## src/rtl/fht_addr_pkg.sv

```systemverilog
// Shared state type and address helpers for the FHT address sequencer.
package fht_addr_pkg;

  typedef enum logic [1:0] {IDLE, RUN, DRAIN, STEP} state_t;

  // Helpers operate on up to 8-bit bank addresses.
  function automatic logic [7:0] bitrev(input logic [7:0] addr, input int unsigned width);
    logic [7:0] res;
    res = '0;
    for (int i = 0; i < 8; i++) begin
      if (i < int'(width)) res[3'(int'(width) - 1 - i)] = addr[3'(i)];
    end
    return res;
  endfunction

  function automatic logic [7:0] coef_addr(input logic [7:0] cnt, input int unsigned j,
                                           input int unsigned a_bit);
    logic [7:0] mask;
    logic [7:0] res;
    mask = 8'((1 << j) - 1);
    res  = 8'((cnt & mask) << (a_bit - j));
    return res & 8'((1 << a_bit) - 1);
  endfunction

endpackage

```

## src/rtl/fht_delay_line.sv

```systemverilog
// Fixed-latency shift register with synchronous reset; DEPTH 0 degenerates to a wire.
module fht_delay_line #(
  parameter int unsigned WIDTH = 1,
  parameter int unsigned DEPTH = 1
) (
  input  logic             i_clk,
  input  logic             i_reset,
  input  logic [WIDTH-1:0] i_data,
  output logic [WIDTH-1:0] o_data
);

  if (DEPTH == 0) begin : g_wire
    logic w_unused;
    assign w_unused = ^{i_clk, i_reset};
    assign o_data   = i_data;
  end else begin : g_pipe
    logic [WIDTH-1:0] r_pipe [DEPTH];

    always_ff @(posedge i_clk) begin
      if (i_reset) begin
        for (int i = 0; i < int'(DEPTH); i++) r_pipe[i] <= '0;
      end else begin
        r_pipe[0] <= i_data;
        for (int i = 1; i < int'(DEPTH); i++) r_pipe[i] <= r_pipe[i-1];
      end
    end

    assign o_data = r_pipe[DEPTH-1];
  end

endmodule

```

## src/rtl/fht_addr_seq.sv

```systemverilog
// Parametrised FHT address sequencer: per-bank read/write/twiddle addressing with drain and DONE.
// Define FHT_STEP_EN to pause in STEP between stages until the next iSTART.
module fht_addr_seq
  import fht_addr_pkg::*;
#(
  parameter int unsigned A_BIT  = 3,
  parameter int unsigned N_BANK = 4,
  parameter int unsigned BF_LAT = 2,
  parameter int unsigned STAGES = A_BIT + 1
) (
  input  logic                        iCLK,
  input  logic                        iRESET,
  input  logic                        iSTART,
  output logic [N_BANK*A_BIT-1:0]     oADDR_RD,
  output logic                        oRD_VALID,
  output logic [N_BANK*A_BIT-1:0]     oADDR_WR,
  output logic [A_BIT-1:0]            oADDR_COEF,
  output logic                        oWE_A,
  output logic                        oWE_B,
  output logic [$clog2(STAGES)-1:0]   oSTAGE,
  output logic                        oST_ZERO,
  output logic                        oST_LAST,
  output logic                        oRDY,
  output logic                        oDONE
);

  localparam int unsigned BANK_SIZE = 1 << A_BIT;
  localparam int unsigned SW        = $clog2(STAGES);
  localparam int unsigned DW        = N_BANK * A_BIT + 2;
  localparam logic [SW-1:0] LAST_STAGE = SW'(STAGES - 1);

  state_t            r_state, w_state_nxt;
  logic [A_BIT-1:0]  r_cnt, w_cnt_nxt;
  logic [SW-1:0]     r_stage, w_stage_nxt;
  logic [3:0]        r_drain, w_drain_nxt;
  logic              r_done, w_done_nxt;
  logic              w_stage_end;

  always_ff @(posedge iCLK) begin
    if (iRESET) begin
      r_state <= IDLE;
      r_cnt   <= '0;
      r_stage <= '0;
      r_drain <= '0;
      r_done  <= 1'b0;
    end else begin
      r_state <= w_state_nxt;
      r_cnt   <= w_cnt_nxt;
      r_stage <= w_stage_nxt;
      r_drain <= w_drain_nxt;
      r_done  <= w_done_nxt;
    end
  end

  always_comb begin
    w_state_nxt = r_state;
    w_cnt_nxt   = r_cnt;
    w_stage_nxt = r_stage;
    w_drain_nxt = r_drain;
    w_done_nxt  = 1'b0;
    w_stage_end = 1'b0;
    unique case (r_state)
      IDLE: begin
        if (iSTART) begin
          w_state_nxt = RUN;
          w_cnt_nxt   = '0;
          w_stage_nxt = '0;
        end
      end
      RUN: begin
        w_cnt_nxt = r_cnt + 1'b1;
        if (r_cnt == A_BIT'(BANK_SIZE - 1)) begin
          if (BF_LAT == 0) begin
            w_stage_end = 1'b1;
          end else begin
            w_state_nxt = DRAIN;
            w_drain_nxt = '0;
          end
        end
      end
      DRAIN: begin
        w_drain_nxt = r_drain + 1'b1;
        if (r_drain == 4'(BF_LAT - 1)) w_stage_end = 1'b1;
      end
      STEP: begin
        if (iSTART) w_state_nxt = RUN;
      end
      default: w_state_nxt = IDLE;
    endcase

    // The NEXT decision costs no cycle: it is folded into the edge that ends a stage.
    if (w_stage_end) begin
      w_cnt_nxt = '0;
      if (r_stage != LAST_STAGE) begin
        w_stage_nxt = r_stage + 1'b1;
`ifdef FHT_STEP_EN
        w_state_nxt = STEP;
`else
        w_state_nxt = RUN;
`endif
      end else begin
        w_state_nxt = IDLE;
        w_stage_nxt = '0;
        w_done_nxt  = 1'b1;
      end
    end
  end

  logic                               w_rd_valid;
  logic [SW-1:0]                      w_j;
  logic [N_BANK-1:0][A_BIT-1:0]       w_rd_addr;
  logic [N_BANK-1:0][A_BIT-1:0]       w_wr_addr;
  logic [DW-1:0]                      w_dl_in, w_dl_out;
  logic                               w_wr_strobe, w_wr_parity;

  assign w_rd_valid = (r_state == RUN);
  assign w_j        = r_stage - SW'(1);

  // Odd banks read the butterfly partner of the shared counter address.
  always_comb begin
    for (int b = 0; b < int'(N_BANK); b++) begin
      w_rd_addr[b] = '0;
      if (w_rd_valid) begin
        if (r_stage == '0) w_rd_addr[b] = A_BIT'(bitrev(8'(r_cnt), A_BIT));
        else               w_rd_addr[b] = r_cnt ^ (A_BIT'(b % 2) << w_j);
      end
    end
  end

  always_comb begin
    oADDR_COEF = '0;
    if (w_rd_valid && (r_stage != '0)) begin
      oADDR_COEF = A_BIT'(coef_addr(8'(r_cnt), 32'(w_j), A_BIT));
    end
  end

  assign w_dl_in = {w_rd_addr, w_rd_valid, r_stage[0]};

  fht_delay_line #(
    .WIDTH (DW),
    .DEPTH (BF_LAT)
  ) u_delay (
    .i_clk   (iCLK),
    .i_reset (iRESET),
    .i_data  (w_dl_in),
    .o_data  (w_dl_out)
  );

  assign {w_wr_addr, w_wr_strobe, w_wr_parity} = w_dl_out;

  assign oADDR_RD  = w_rd_addr;
  assign oRD_VALID = w_rd_valid;
  assign oADDR_WR  = w_wr_addr;
  assign oWE_A     = w_wr_strobe & ~w_wr_parity;
  assign oWE_B     = w_wr_strobe & w_wr_parity;
  assign oSTAGE    = r_stage;
  assign oST_ZERO  = (r_state != IDLE) && (r_stage == '0);
  assign oST_LAST  = (r_state != IDLE) && (r_stage == LAST_STAGE);
  assign oRDY      = (r_state == IDLE);
  assign oDONE     = r_done;

endmodule

```

## config.mk

```make
export PLATFORM = sky130hd
export DESIGN_NAME = fht_addr_seq
export DESIGN_NICKNAME = d
export VERILOG_FILES = /design/src/rtl/fht_addr_pkg.sv /design/src/rtl/fht_delay_line.sv /design/src/rtl/fht_addr_seq.sv
export SDC_FILE = /design/constraint.sdc
export NUM_CORES = 1
export LEC_CHECK = 0
export CAP_MARGIN = 10
export CORE_MARGIN = 2
export CORE_UTILIZATION = 47
export DETAILED_ROUTE_END_ITERATION = 12
export PLACE_DENSITY = 0.77
export SYNTH_ARGS = -nofsm -noshare
export SYNTH_HDL_FRONTEND = slang
export SYNTH_HIERARCHICAL = 1
export SYNTH_SLANG_ARGS = --single-unit
```

## constraint.sdc

```tcl
create_clock -name iCLK -period 2.4 [get_ports iCLK]
set_input_delay 0.24 -clock iCLK [delete_from_list [all_inputs] [get_ports iCLK]]
set_output_delay 0.24 -clock iCLK [all_outputs]
set_load 0.1 [all_outputs]
```

==> impl_metrics.py, run 1 <==
metrics = {
    "worst_setup_path": {
        "critical_path_class": "reg -> out",
        "arrival_ns": 1.97,
        "start_kind": "flip-flop",
        "worstPathRequired_ns": 2.16,
        "reg2reg_from": "r_state[0]",
        "critical_path.top_delay_family": "simple AND/OR/NAND/NOR gates",
        "crit_path_end_kind": "output pin",
        "crit_chain": "inv_1, ha_2, or3b_4, nor3b_4, buf_12",
        "path_buf_inv": 2,
        "critPathMaxStageDelay_ns": 0.45,
        "worstPathMaxFanout": 15,
        "cpMaxStageDelayCell": "or3b_4",
        "startpoint": "r_state[1]",
    },
    "layout": {
        "layout-drive-gt1-share_pct": 34.4,
        "layout-area-overhead-vs-synth_pct": 30.5,
        "nNetsFinal": 233,
        "n_antenna_cell": 0,
        "postLayoutCellArea_um2": 2460,
        "final_cells": 265,
    },
    "power": {
        "power_frac_seq_pct": 34.4,
        "swShare_pct": 37.9,
        "clock_power_share_pct": 27.1,
        "internal_power_mw": 1.33,
        "p_sw_mw": 0.808,
        "pwr-share-comb_pct": 38.5,
        "total_power_mw": 2.14,
        "irDropWorstVdd_v": 0.000797,
        "leakage_nw": 1.03,
        "power_density_nw_per_um2": 868,
    },
    "cts": {
        "cts_hold_buf": 0,
        "cts_tree": "done",
        "clk_pin_slew_ns": 0.08,
        "cts_setup_buffers": 0,
        "cts-resized-gates": 0,
        "clock-root-buffer": "clkbuf_8",
        "cts.sinks": 40,
        "cts_inserted_buffers": 5,
        "htree_num_levels": 2,
        "cts_max_path_buffers": 2,
        "clock_latency_ns": 0.29,
    },
    "global_route": {
        "grt_antenna_before_repair": 0,
        "grt_pass1_vias": 1145,
        "grt_start_max_net_pins": 22,
        "grt_remaining_overflow": 0,
        "track_usage_pct": 15.5,
        "grt_pass1_wl_mm": 5.06,
    },
    "routing": {
        "wl_per_cell_um": 11.9,
        "route.detailed.drc": 0,
        "vias": 1244,
        "drt-vias-per-instance": 4.69,
        "drt-total-wl_mm": 3.14,
        "drtIter0Drc": 22,
        "first_pass_iters": 4,
        "drtAntennaViolNets": 0,
    },
    "timing": {
        "worst_pin_slew_ns": 0.603,
        "final_hold_viol_count": 0,
        "fin_worst_skew_ns": 0.00874,
        "fin_crit_sh_pct": 92.1,
        "relSlewSlack_pct": 59.6,
        "drv_slew": 0,
        "rsz0062_at_grt": "no",
        "period_needed_ns": 2.21,
        "max_freq_mhz": 452,
        "setup_tns_ns": 0,
        "finalSetupViolCount": 0,
    },
    "logic_synthesis": {
        "yosys_warnings": 6,
        "synth_ff_type": "dfxtp_1",
        "synth_top_area_share_pct": 42.5,
        "syn_inst": 193,
        "synthTopCellsByCount": "dfxtp_1, nor2b_1, buf_4",
        "async_flop_share_pct": 0,
        "syn-num-nets": 211,
        "synth_edf_count": 0,
        "synth_most_common_cell": "dfxtp_1",
        "synth-seq-area-share_pct": 42.5,
        "ys_top_cells_by_area": "dfxtp_1, ha_1, buf_4",
        "yosysUniqueCellTypes": 32,
        "netlist_area_um2": 1890,
        "synth_area_leader_cell": "dfxtp_1",
        "ys_ff_latch": 40,
        "synth_area_per_cell_um2": 9.77,
    },
    "floorplan": {
        "io_pins": 39,
        "rows": 23,
        "dieHeight_um": 67.3,
        "start_util_pct": 47.8,
        "die-area_um2": 4530,
        "die_width_um": 67.3,
        "fp.coreArea_um2": 3940,
    },
    "min_path": {
        "hp-class": "reg -> reg",
        "hp-start": "u_delay/g_pipe.r_pipe[0][1]",
    },
    "place": {
        "place_area_um2": 2340,
        "port-buffer-count": 38,
        "gp_routability_congestion": 0.780,
        "place_hpwl_mm": 2.46,
        "dp.cells": 258,
    },
    "run_status": {
        "status": "complete, no violations",
    },
    "flow_run": {
        "cap_viol_max_count": 0,
    },
}
stage by stage:
stage	utilization, %	setup slack, ns	hold WS [ns]
floorplan	-	-0.364	0.316
global placement	59.3	0.532	0.419
detailed placement	59.3	0.496	0.422
CTS	62.4	0.163	0.437
global route	62.4	0.0722	0.459
finish	62.4	0.189	0.432
placed cells by master, fill, tap and decap left out, types with 6 or more instances in the layout:
master,count
nor3_1,6
nor2b_1,25
dfxtp_1,38
and2b_2,8
nand2_1,9
o21ai_0,6
buf_12,13
ha_1,12
buf_4,27
power groups by stage:
| stage | combinational [mW] | sequential, mW | clock (mW) |
|---|---|---|---|
| floorplan | 0.682 | 0.744 | 0 |
| global placement | 0.815 | 0.748 | 0 |
| detailed placement | 0.825 | 0.750 | 0 |
| CTS | 0.826 | 0.734 | 0.600 |
| global route | 0.873 | 0.738 | 0.628 |
| finish | 0.822 | 0.734 | 0.580 |
per-layer routing:
layer  vias up  track usage, %  wire length, µm
li1        650               -                -
met1       565            15.7             1250
met2        27            28.8             1720
met3         2            5.50              150
met4         0            6.12               27
met5         -               0                0
cells by family after synthesis:
kind of cell             Yosys count  share of synthesized area, %
adder cells (fa/ha/maj)           15                          9.95
AO/OA/AOI/OAI                     21                          7.50
buffers and inverters             33                          11.6
XOR/XNOR                           2                         0.929
multiplexers                       4                          2.12
flip-flops                        40                          42.5
AND/OR/NAND/NOR                   78                          25.4
worst register-to-register path: cells and delay by family (launching register included):
| family | cells | cell delay, ns |
|---|---|---|
| AO/OA/AOI/OAI | 2 | 0.45 |
| AND/OR/NAND/NOR | 2 | 0.44 |
| flip-flops | 1 | 0.34 |
| adder cells (fa/ha/maj) | 1 | 0.27 |
| buffers and inverters | 1 | 0.12 |
registers in the layout, indices dropped and copies added (netlist names):
register / cells
u_delay/g_pipe.r_pipe: 28
r_cnt: 3
oSTAGE: 2
r_drain: 4
r_state: 2
oDONE: 1
area by class of cell:
type | instances | area [µm²]
clock buffers | 6 | 93.8
clock inverters | 1 | 30.0
multi-input cells | 120 | 956
flip-flops and latches | 40 | 808
well taps | 50 | 62.6
fillers | 335 | 1480
repair buffers | 42 | 483
inverters | 6 | 27.5
worst paths after layout:
check	to	depth (start not counted)	slack, ns
worst max-delay path	oADDR_COEF[0]	5	0.19
worst min-delay path	u_delay/g_pipe.r_pipe[0][15]	1	0.43
worst max register to register	r_state[1]	6	0.69
worst min register to register	u_delay/g_pipe.r_pipe[0][15]	1	0.43
Power figures use the tool's default switching activity.
==> inputs of run 2 (changes only) <==
==> constraint.sdc (replaced) <==
create_clock -name iCLK -period 2.35 [get_ports iCLK]
set_input_delay 0.235 -clock iCLK [delete_from_list [all_inputs] [get_ports iCLK]]
set_output_delay 0.235 -clock iCLK [all_outputs]
set_load 0.1 [all_outputs]
==> run 2 against run 1 <==
Critical path depth unchanged; hold slack improved by 0.0071 ns; sequential power up 2%; largest cell class unchanged; largest power group unchanged.
==> impl_metrics.py, run 2 (synthesis gave the netlist of run 1 again) <==
metrics = {
    "floorplan": {
        "io_pins": 39,
        "die-area_um2": 4530,
        "fp.coreArea_um2": 3940,
        "die_width_um": 67.3,
        "start_util_pct": 47.8,
        "dieHeight_um": 67.3,
        "rows": 23,
    },
    "global_route": {
        "grt_antenna_before_repair": 0,
        "grt_pass1_vias": 1097,
        "grt_start_max_net_pins": 41,
        "track_usage_pct": 14.5,
        "grt_pass1_wl_mm": 4.89,
        "grt_remaining_overflow": 0,
    },
    "place": {
        "place_ws_ns": 0.457,
        "gp_routability_congestion": 0.761,
        "place_area_um2": 2310,
        "dp.cells": 255,
        "place_hpwl_mm": 2.23,
        "port-buffer-count": 38,
    },
    "routing": {
        "vias": 1247,
        "first_pass_iters": 4,
        "drtIter0Drc": 61,
        "drtAntennaViolNets": 0,
        "drt-vias-per-instance": 4.74,
        "route.detailed.drc": 0,
        "drt-total-wl_mm": 3.03,
        "wl_per_cell_um": 11.5,
    },
    "power": {
        "pwr-share-comb_pct": 41.2,
        "irDropWorstVdd_v": 0.000679,
        "power_frac_seq_pct": 37.1,
        "clock_power_share_pct": 21.8,
        "swShare_pct": 41.5,
        "leakage_nw": 1.01,
        "internal_power_mw": 1.18,
        "total_power_mw": 2.02,
        "p_sw_mw": 0.840,
        "power_density_nw_per_um2": 842,
    },
    "min_path": {
        "hold_depth": 1,
        "hp-start": "u_delay/g_pipe.r_pipe[0][0]",
        "hp-class": "reg -> reg",
        "whs_endpoint": "u_delay/g_pipe.r_pipe[0][14]",
    },
    "worst_setup_path": {
        "r2r_cells": 6,
        "start_kind": "flip-flop",
        "rrSetupSlack_ns": 0.64,
        "timing.rr.end": "r_state[0]",
        "worstPathMaxFanout": 15,
        "worstPathRequired_ns": 2.12,
        "arrival_ns": 1.98,
        "crit_path_end_kind": "output pin",
        "critical_path_class": "reg -> out",
        "reg2reg_from": "r_state[0]",
    },
    "layout": {
        "n_antenna_cell": 0,
        "final_common_cell": "dfxtp_1",
        "final_cells": 263,
        "layout-drive-gt1-share_pct": 33.8,
        "postLayoutCellArea_um2": 2400,
        "layout-area-overhead-vs-synth_pct": 27.4,
        "final_cell_mix": "dfxtp_1, nor2b_1, buf_4",
        "nNetsFinal": 230,
        "largest_register_ffs": 28,
        "top_register": "u_delay/g_pipe.r_pipe",
        "largestRegisters": "u_delay/g_pipe.r_pipe (28), r_drain (4), r_cnt (3)",
    },
    "cts": {
        "clock-root-buffer": "clkbuf_8",
        "cts_hold_buf": 0,
        "clk_pin_slew_ns": 0.08,
        "cts_inserted_buffers": 5,
        "cts-resized-gates": 0,
        "htree_num_levels": 2,
        "cts_max_path_buffers": 2,
        "cts_setup_buffers": 0,
        "cts_tree": "done",
        "cts.sinks": 40,
        "clock_latency_ns": 0.29,
    },
    "timing": {
        "max_freq_mhz": 451,
        "drv_slew": 0,
        "relSlewSlack_pct": 62.4,
        "setup_tns_ns": 0,
        "fin_crit_sh_pct": 94.3,
        "worst_slack_ns": 0.134,
        "fin_worst_skew_ns": 0.00443,
        "worst_pin_slew_ns": 0.560,
        "final_hold_viol_count": 0,
        "finalSetupViolCount": 0,
        "period_needed_ns": 2.22,
        "rsz0062_at_grt": "no",
    },
    "run_status": {
        "status": "complete, no violations",
    },
    "flow_run": {
        "cap_viol_max_count": 0,
    },
}
-- run 2: cell types whose count changed in the layout (fill, tap and decap cells not counted) --
cell | before | now
buf_4 | 27 | 24
clkinv_4 | 0 | 1
bufinv_16 | 1 | 0
clkinv_2 | 0 | 2
clkbuf_16 | 1 | 0
-- run 2: through the flow --
step           hold slack [ns]  utilization [%]
2_1_floorplan            0.311                -
3_3_place_gp             0.418             58.7
3_5_place_dp             0.424             58.7
4_1_cts                  0.442             60.9
5_1_grt                  0.462             60.9
6_report                 0.439             60.9
-- run 2: power by group through the flow --
stage / sequential, mW / combinational, mW / clock (mW)
5_1_grt: 0.755 / 0.886 / 0.485
3_3_place_gp: 0.764 / 0.830 / 0
6_report: 0.750 / 0.833 / 0.440
2_1_floorplan: 0.760 / 0.697 / 0
4_1_cts: 0.750 / 0.836 / 0.458
3_5_place_dp: 0.766 / 0.836 / 0
-- run 2: cell type report --
type | count | area [µm²]
multi-input cells | 120 | 956
inverters | 6 | 27.5
clock buffers | 5 | 68.8
fillers | 315 | 1540
repair buffers | 39 | 460
well taps | 50 | 62.6
clock inverters | 3 | 18.8
flip-flops and latches | 40 | 808
-- run 2: how the worst max path moves through the flow --
stage,start,endpoint,slack [ns],cells past startpoint
4_1_cts,r_state[1],oADDR_COEF[0],0.12,5
2_1_floorplan,r_state[0],oST_LAST,-0.41,3
6_report,r_state[1],oADDR_COEF[0],0.13,5
3_5_place_dp,r_state[1],oADDR_COEF[0],0.46,5
3_3_place_gp,r_state[1],oADDR_COEF[0],0.50,5
5_1_grt,r_state[1],oADDR_COEF[0],0.05,5
-- run 2: metal layers --
layer / up-vias / GRT usage [%] / wire length, µm
met3: 4 / 5.17 / 157
met1: 571 / 15.7 / 1270
met2: 27 / 26.5 / 1580
met4: 0 / 4.34 / 27
met5: - / 0 / 0
li1: 645 / - / -
-- run 2: critical path, stage by stage (launching register included) --
cell     delay (ns)
dfxtp_1        0.33
inv_1          0.12
ha_2           0.37
or3b_4         0.45
nor3b_4        0.22
buf_12         0.20
==> inputs of run 3 (changes only) <==
--- a/config.mk
+++ b/config.mk
@@ -9,7 +9,9 @@
 export CORE_MARGIN = 2
 export CORE_UTILIZATION = 47
 export DETAILED_ROUTE_END_ITERATION = 12
-export PLACE_DENSITY = 0.77
+export HOLD_SLACK_MARGIN = 0.15
+export PLACE_DENSITY = 0.74
+export REMOVE_ABC_BUFFERS = 1
 export SYNTH_ARGS = -nofsm -noshare
 export SYNTH_HDL_FRONTEND = slang
 export SYNTH_HIERARCHICAL = 1
==> run 3 against run 2 <==
Global-route usage grew 0.82 points; non-clock buffer count grew 4; routed wire length shrank 2.6%; sequential power is essentially flat; largest cell class unchanged; first-iteration DRC count is the same; cell count grew 1.5%; utilization grew 0.73 points; combinational power grew 2.4%; via count is essentially flat; clock power grew 36%; total power grew 8.7%; clock skew grew 0.0025 ns.
==> impl_metrics.py, run 3 (synthesis gave the netlist of run 1 again) <==
metrics = {
    "global_route": {
        "met3_usage_pct": 5.33,
        "grt_pass1_wl_mm": 5.15,
        "grt_remaining_overflow": 0,
        "grt_antenna_before_repair": 0,
        "met1_usage_pct": 18.8,
        "track_usage_pct": 15.3,
        "grt_start_max_net_pins": 41,
        "met2_usage_pct": 24.3,
        "grt_pass1_vias": 1171,
        "busiest_layer": "met2",
    },
    "routing": {
        "drt-vias-per-instance": 4.67,
        "drtIter0Drc": 61,
        "drt-total-wl_mm": 2.95,
        "wl_per_cell_um": 11.0,
        "drtAntennaViolNets": 0,
        "route.detailed.drc": 0,
        "first_pass_iters": 4,
        "vias": 1246,
    },
    "cts": {
        "cts_max_path_buffers": 2,
        "cts.sinks": 40,
        "clk_pin_slew_ns": 0.08,
        "clock-root-buffer": "clkbuf_8",
        "cts_tree": "done",
        "cts_inserted_buffers": 5,
        "clock_latency_ns": 0.29,
        "htree_num_levels": 2,
        "cts_hold_buf": 0,
    },
    "timing": {
        "period_needed_ns": 2.24,
        "rsz0062_at_grt": "no",
        "drv_slew": 0,
        "finalSetupViolCount": 0,
        "worst_pin_slew_ns": 0.521,
        "fin_worst_skew_ns": 0.00695,
        "relSlewSlack_pct": 65.0,
        "fin_crit_sh_pct": 95.2,
        "setup_tns_ns": 0,
        "final_hold_viol_count": 0,
        "max_freq_mhz": 447,
    },
    "floorplan": {
        "die_width_um": 67.3,
        "dieHeight_um": 67.3,
        "die-area_um2": 4530,
        "io_pins": 39,
        "start_util_pct": 47.8,
        "rows": 23,
        "fp.coreArea_um2": 3940,
    },
    "worst_setup_path": {
        "critical_path_class": "reg -> out",
        "cpMaxStageDelayCell": "or3b_1",
        "crit_path_end_kind": "output pin",
        "start_kind": "flip-flop",
        "arrival_ns": 2.00,
        "critPathMaxStageDelay_ns": 0.46,
        "worstPathRequired_ns": 2.12,
        "crit_chain": "inv_1, ha_1, or3b_1, nor3b_4, buf_12",
        "worstPathMaxFanout": 5,
    },
    "power": {
        "irDropWorstVdd_v": 0.000696,
        "power_density_nw_per_um2": 904,
        "leakage_nw": 1.03,
    },
    "layout": {
        "n_antenna_cell": 0,
        "largestRegisters": "u_delay/g_pipe.r_pipe (28), r_drain (4), r_cnt (3)",
        "nNetsFinal": 234,
        "fill_cells": 326,
        "top_register": "u_delay/g_pipe.r_pipe",
        "largest_register_ffs": 28,
        "layout-area-overhead-vs-synth_pct": 28.9,
        "final_cell_mix": "dfxtp_1, nor2b_1, buf_4",
        "final_core_utilization_pct": 61.7,
        "final_common_cell": "dfxtp_1",
        "layout-drive-gt1-share_pct": 28.1,
    },
    "place": {
        "port-buffer-count": 38,
        "place_hpwl_mm": 2.03,
        "gp_routability_congestion": 0.758,
    },
    "flow_run": {
        "cap_viol_max_count": 0,
    },
    "run_status": {
        "status": "complete, no violations",
    },
    "min_path": {
        "hp-class": "reg -> reg",
    },
}
==> run 3: cell types whose count changed in the layout (fill, tap and decap cells not counted), sizes merged <==
cell | previous run | this run
buf | 37 | 41
bufinv | 0 | 1
clkbuf | 5 | 7
clkinv | 3 | 0
==> run 3: cell type report <==
class / count / area (µm²) / share of cell area (%)
Tap cell: 50 / 62.6 / 2.57
Sequential cell: 40 / 802 / 33.0
Multi-Input combinational cell: 120 / 877 / 36.1
Timing Repair Buffer: 43 / 541 / 22.2
Clock inverter: 1 / 30.0 / 1.24
Clock buffer: 7 / 96.3 / 3.96
Inverter: 6 / 22.5 / 0.926
==> run 3: path summary, 6_finish.rpt <==
check,slack (ns),start,depth (start not counted),to
max,0.11,oSTAGE[1],5,oADDR_COEF[0]
min,0.44,u_delay/g_pipe.r_pipe[0][7],1,u_delay/g_pipe.r_pipe[0][21]
max reg2reg,0.65,r_state[0],6,r_state[0]
min reg2reg,0.44,u_delay/g_pipe.r_pipe[0][7],1,u_delay/g_pipe.r_pipe[0][21]
==> run 3: metrics by stage <==
| stage | area [µm²] | hold slack [ns] | worst slack [ns] | power (mW) | std cells |
|---|---|---|---|---|---|
| floorplan | 1690 | 0.304 | -4.45 | 1.40 | 166 |
| detailed placement | 2290 | 0.420 | 0.192 | 1.61 | 259 |
| global route | 2430 | 0.454 | 0.0138 | 2.32 | 267 |
| global placement | 2290 | 0.418 | 0.347 | 1.61 | 259 |
| CTS | 2420 | 0.439 | 0.00678 | 2.22 | 267 |
| finish | 2430 | 0.437 | 0.113 | 2.20 | 267 |
==> run 3: timing repair <==
action	CTS	global route
pin swaps	1	0
gates resized for setup	1	2
endpoints found under the setup margin	1	3
buffers inserted	0	0
==> run 3: power breakdown <==
group	internal [mW]	leakage, nW	switching [mW]
combinational	0.284	0.643	0.569
sequential	0.716	0.323	0.0330
clock	0.374	0.0645	0.223
==> run 3: worst max-delay path, delay by kind of cell, from the launching register on <==
family,cells,cell delay (ns)
simple gates,2,0.71
buf+inv,2,0.29
flops,1,0.37
fa+ha+maj,1,0.33
==> run 3: layer usage <==
metal,part of all wire (%),vias up
li1,-,650
met1,45,553
met2,46,37
met3,6.9,6
met4,1.8,0
met5,0,-
